## src/rtl/grant_monitor.sv

```systemverilog
// grant_monitor: watches the per-client grant and request lines behind the
// token-ring arbiter. It tracks the resource owner, measures each ownership
// session, flags ack overlap (sticky) and flags clients that are left waiting.
//
// state   | meaning
// --------+-------------------------------------------------------------
// S_FREE  | no ack held, resource unowned
// S_OWNED | exactly one client holds the resource, session being timed
// S_ERROR | two or more acks were seen together; stays here until reset
module grant_monitor #(
  parameter int CW       = 8,
  parameter int WW       = 8,
  parameter int MAX_WAIT = 64
) (
  input  logic          clk,
  input  logic          reset,
  input  logic          reqA,
  input  logic          reqB,
  input  logic          reqC,
  input  logic          ackA,
  input  logic          ackB,
  input  logic          ackC,
  output logic [1:0]    owner,
  output logic          busy,
  output logic          done,
  output logic [CW-1:0] last_len,
  output logic          violation,
  output logic [2:0]    starve
);

  typedef enum logic [1:0] {S_FREE, S_OWNED, S_ERROR} state_t;

  localparam logic [1:0] OWNER_NONE = 2'b11;

  state_t               state_q, state_d;
  logic [1:0]           owner_q, owner_d;
  logic                 done_q, done_d;
  logic [CW-1:0]        last_len_q, last_len_d;
  logic                 violation_q, violation_d;
  logic [2:0]           starve_q, starve_d;
  logic [CW-1:0]        sess_q, sess_d;
  logic [2:0][WW-1:0]   wait_q, wait_d;

  logic [2:0] ack;
  logic [2:0] req;
  logic [1:0] nack;
  logic [1:0] ack_idx;
  logic       owner_ack;

  assign ack  = {ackC, ackB, ackA};
  assign req  = {reqC, reqB, reqA};
  assign nack = {1'b0, ack[0]} + {1'b0, ack[1]} + {1'b0, ack[2]};

  // Decode the single active ack and the current owner's own ack line
  always_comb begin
    ack_idx   = 2'd0;
    owner_ack = 1'b0;
    case (ack)
      3'b010:  ack_idx = 2'd1;
      3'b100:  ack_idx = 2'd2;
      default: ack_idx = 2'd0;
    endcase
    case (owner_q)
      2'd0:    owner_ack = ack[0];
      2'd1:    owner_ack = ack[1];
      2'd2:    owner_ack = ack[2];
      default: owner_ack = 1'b0;
    endcase
  end

  // Ownership FSM: next state, owner, session timing and violation flag
  always_comb begin
    state_d     = state_q;
    owner_d     = owner_q;
    done_d      = 1'b0;
    last_len_d  = last_len_q;
    violation_d = violation_q;
    sess_d      = sess_q;
    case (state_q)
      S_FREE: begin
        if (nack == 2'd1) begin
          state_d = S_OWNED;
          owner_d = ack_idx;
          sess_d  = CW'(1);
        end else if (nack >= 2'd2) begin
          state_d     = S_ERROR;
          owner_d     = OWNER_NONE;
          violation_d = 1'b1;
        end
      end
      S_OWNED: begin
        if (nack >= 2'd2) begin
          // overlap aborts the session without reporting its length
          state_d     = S_ERROR;
          owner_d     = OWNER_NONE;
          violation_d = 1'b1;
        end else if (owner_ack) begin
          sess_d = (sess_q == '1) ? sess_q : sess_q + CW'(1);
        end else if (nack == 2'd0) begin
          state_d    = S_FREE;
          owner_d    = OWNER_NONE;
          done_d     = 1'b1;
          last_len_d = sess_q;
        end else begin
          // clean handover: close this session and open the next one
          owner_d    = ack_idx;
          done_d     = 1'b1;
          last_len_d = sess_q;
          sess_d     = CW'(1);
        end
      end
      S_ERROR: begin
        owner_d     = OWNER_NONE;
        violation_d = 1'b1;
      end
      default: begin
        state_d = S_FREE;
        owner_d = OWNER_NONE;
      end
    endcase
  end

  // Per-client wait counters and sticky starvation flags, active in every state
  always_comb begin
    wait_d   = wait_q;
    starve_d = starve_q;
    for (int i = 0; i < 3; i++) begin
      if (req[i] && !ack[i]) begin
        wait_d[i] = (wait_q[i] == '1) ? wait_q[i] : wait_q[i] + WW'(1);
      end else begin
        wait_d[i] = '0;
      end
      if (wait_d[i] == WW'(MAX_WAIT)) begin
        starve_d[i] = 1'b1;
      end
    end
  end

  // State register with synchronous reset
  always_ff @(posedge clk) begin
    if (reset) begin
      state_q     <= S_FREE;
      owner_q     <= OWNER_NONE;
      done_q      <= 1'b0;
      last_len_q  <= '0;
      violation_q <= 1'b0;
      starve_q    <= 3'b000;
      sess_q      <= '0;
      wait_q      <= '0;
    end else begin
      state_q     <= state_d;
      owner_q     <= owner_d;
      done_q      <= done_d;
      last_len_q  <= last_len_d;
      violation_q <= violation_d;
      starve_q    <= starve_d;
      sess_q      <= sess_d;
      wait_q      <= wait_d;
    end
  end

  assign owner     = owner_q;
  assign busy      = (state_q == S_OWNED);
  assign done      = done_q;
  assign last_len  = last_len_q;
  assign violation = violation_q;
  assign starve    = starve_q;

endmodule

```

## config.mk

```make
export PLATFORM = sky130hd
export DESIGN_NAME = grant_monitor
export DESIGN_NICKNAME = d
export VERILOG_FILES = /design/src/rtl/grant_monitor.sv
export SDC_FILE = /design/constraint.sdc
export NUM_CORES = 1
export LEC_CHECK = 0
export ABC_AREA = 1
export CORE_MARGIN = 2
export CORE_UTILIZATION = 58
export DETAILED_ROUTE_END_ITERATION = 8
export HOLD_SLACK_MARGIN = 0.05
export PLACE_DENSITY = 0.88
export SETUP_SLACK_MARGIN = 0.4
export SLEW_MARGIN = 20
export SYNTH_ARGS = -nofsm -noshare
export SYNTH_HDL_FRONTEND = slang
export SYNTH_SLANG_ARGS = --single-unit
```

## constraint.sdc

```tcl
create_clock -name clk -period 4.51 [get_ports clk]
set_input_delay 0.902 -clock clk [delete_from_list [all_inputs] [get_ports clk]]
set_output_delay 0.902 -clock clk [all_outputs]
set_load 0.05 [all_outputs]
```

==> impl_metrics.ini <==
[run_status]
status = completed

[flow_run]
drv_cap = 0

[min_path]
hp-class = reg -> reg
min_path_cells = 2

[clock_tree]
cts_max_level = 2
cts_root_buffer = clkbuf_8
cts_resized = 0
cts_setup_buffers = 0
clk_latency_ps = 300
cts.sinks = 49
numCtsBuffers = 5
cts_tree = yes
ctsHoldBuffers = 0
clkTransAtPathRegs_ps = 90
clk_path_buf_depth = 2

[sta]
fin_crit_sh = 0.632
clock_skew_ps = 6.48
finalHoldViolations = 0
fin_tns_setup_ps = 0
tightest_slew_ps = 821
rsz0062_at_grt = no
setup_violations = 0
fin_crit_ps = 2850
whs_ps = 453
final_max_slew_viol_count = 0
worst_slack_ps = 1660
fmaxAchievable_mhz = 351
slew_headroom = 0.451

[final_layout]
num-nets-final = 466
area_delta_synth_final_pct = 13.2
drive_gt1_frac = 0.0953
diodes = 0

[setup_path]
start_kind = register
crit_type = reg -> out
cp_cell_sequence = inv_1 -> ha_1 -> clkdlybuf4s50_1
crit_fanout = 6
cpMaxStageDelayCell = clkdlybuf4s50_1
r2r_cells = 7
endpoint_kind = output port
slowest_delay_ps = 870
cp.required_ps = 3610
critical_path_arrival_ps = 1950

[power_and_ir_drop]
power.total_mw = 1.34
leakage_nw = 1.41
ir_drop_v = 0.000308
power.density_nw_per_um2 = 426

[drt]
drt_iter0_drc = 129
dr.pass1.iters = 5
viasPerCell = 5.26
routed_wl_um = 5750
vias = 2658
drc_errors = 0
postRouteAntennaNets = 0
wl_per_cell_um = 11.4

[floorplan]
rows = 25
chipHeight_um = 73.1
fp.dieW_um = 73.1
dieArea_um2 = 5350
core-area_um2 = 4660
initial_core_util = 0.594
pin_count = 24

[logic_synthesis]
ys_seq_elements = 49
syn_inst = 425
syn_area_um2 = 2770
syn_area_per_cell_um2 = 6.52
synth-warning-count = 0
synthesis.nets = 441
synth_cell_types = 30
seq_area_frac_synth = 0.354

[placement]
place_ws_ps = 1510
routabilityCongestion = 0.917
io_buffers = 23
hpwl_um = 4420

[global_routing]
grt_start_max_net_pins = 22
overflow = 0
grt_pass1_vias = 2489
grt_first_pass_wirelength_um = 10200
antenna_found_initial = 0
grt_util_all_layers = 0.240
[metal layers]
| layer | track usage | vias up | wire, um |
|---|---|---|---|
| met3 | 0.0552 | 12 | 258 |
| met2 | 0.425 | 70 | 2850 |
| met4 | 0.0905 | 0 | 120 |
| met1 | 0.280 | 1194 | 2530 |
| met5 | 0 | - | 0 |
| li1 | - | 1382 | - |
[placed cells by master (no fill, tap or decap), drive strengths merged]
master,count
ha,7
fa,1
xor2,1
a21o,2
dfxtp,49
nand3,46
or2,1
nand3b,3
a21oi,19
o21bai,3
buf,1
nor2,81
nand4,5
nor3,6
clkdlybuf4s50,23
nand2,114
o21ai,18
nor3b,1
inv,61
clkinv,4
clkbuf,5
[final timing paths]
check	slack, ps	from	to
max	1660	state_q[1]	busy
min	450	starve[1]	starve[1]
max reg2reg	2650	state_q[1]	last_len[1]
min reg2reg	450	starve[1]	starve[1]
[critical path: cells and delay by family, from the launching register on]
kind                     cells  cell delay [ps]
flip-flops                   1              320
adder cells (fa/ha/maj)      1              360
buffers and inverters        2              960
[per-stage QoR]
step / util / instance area (um^2) / std cells
final: 0.673 / 3140 / 505
after CTS: 0.673 / 3140 / 505
after global placement: 0.653 / 3040 / 497
after floorplan: - / 2770 / 425
after detailed placement: 0.653 / 3040 / 497
after global routing: 0.673 / 3140 / 505
[registers in the layout (all words and copies together) (netlist names)]
register,count
sess_q,8
last_len,8
starve,3
wait_q,24
state_q,2
violation,1
owner,2
done,1
[cell usage after synthesis, drive strengths merged]
cell | instances | area (um^2)
nand2 | 114 | 484
nor2 | 81 | 337
inv | 61 | 229
dfxtp | 49 | 981
nand3 | 46 | 240
a21oi | 19 | 106
o21ai | 18 | 90.1
ha | 7 | 87.6
nor3 | 6 | 41.3
nand4 | 5 | 31.3
clkbuf | 4 | 15.0
nand3b | 3 | 22.5
o21bai | 3 | 22.5
a21o | 2 | 15.0
buf | 2 | 16.3
clkinv | 1 | 8.76
fa | 1 | 20.0
nor3b | 1 | 7.51
or2 | 1 | 6.26
xor2 | 1 | 8.76
[cell families after synthesis]
| logic type | count (synthesis) | share of synthesized area |
|---|---|---|
| AND/OR/NAND/NOR | 257 | 0.422 |
| AO/OA/AOI/OAI | 42 | 0.0845 |
| adder cells (fa/ha/maj) | 8 | 0.0388 |
| buffers and inverters | 68 | 0.0971 |
| XOR/XNOR | 1 | 0.00316 |
| flip-flops | 49 | 0.354 |
[report_power, final]
part	switching, mW	internal (mW)
logic	0.366	0.180
registers	0.0405	0.488
clock network	0.151	0.110
total	0.558	0.778
[area by class of cell]
| type | count | area (um^2) |
|---|---|---|
| clock buffers | 5 | 68.8 |
| clock inverters | 3 | 22.5 |
| fillers | 422 | 1530 |
| inverters | 62 | 238 |
| multi-input cells | 308 | 1520 |
| flip-flops and latches | 49 | 981 |
| well taps | 54 | 67.6 |
| repair buffers | 24 | 238 |
No activity file was read; power rests on OpenSTA's default activity.
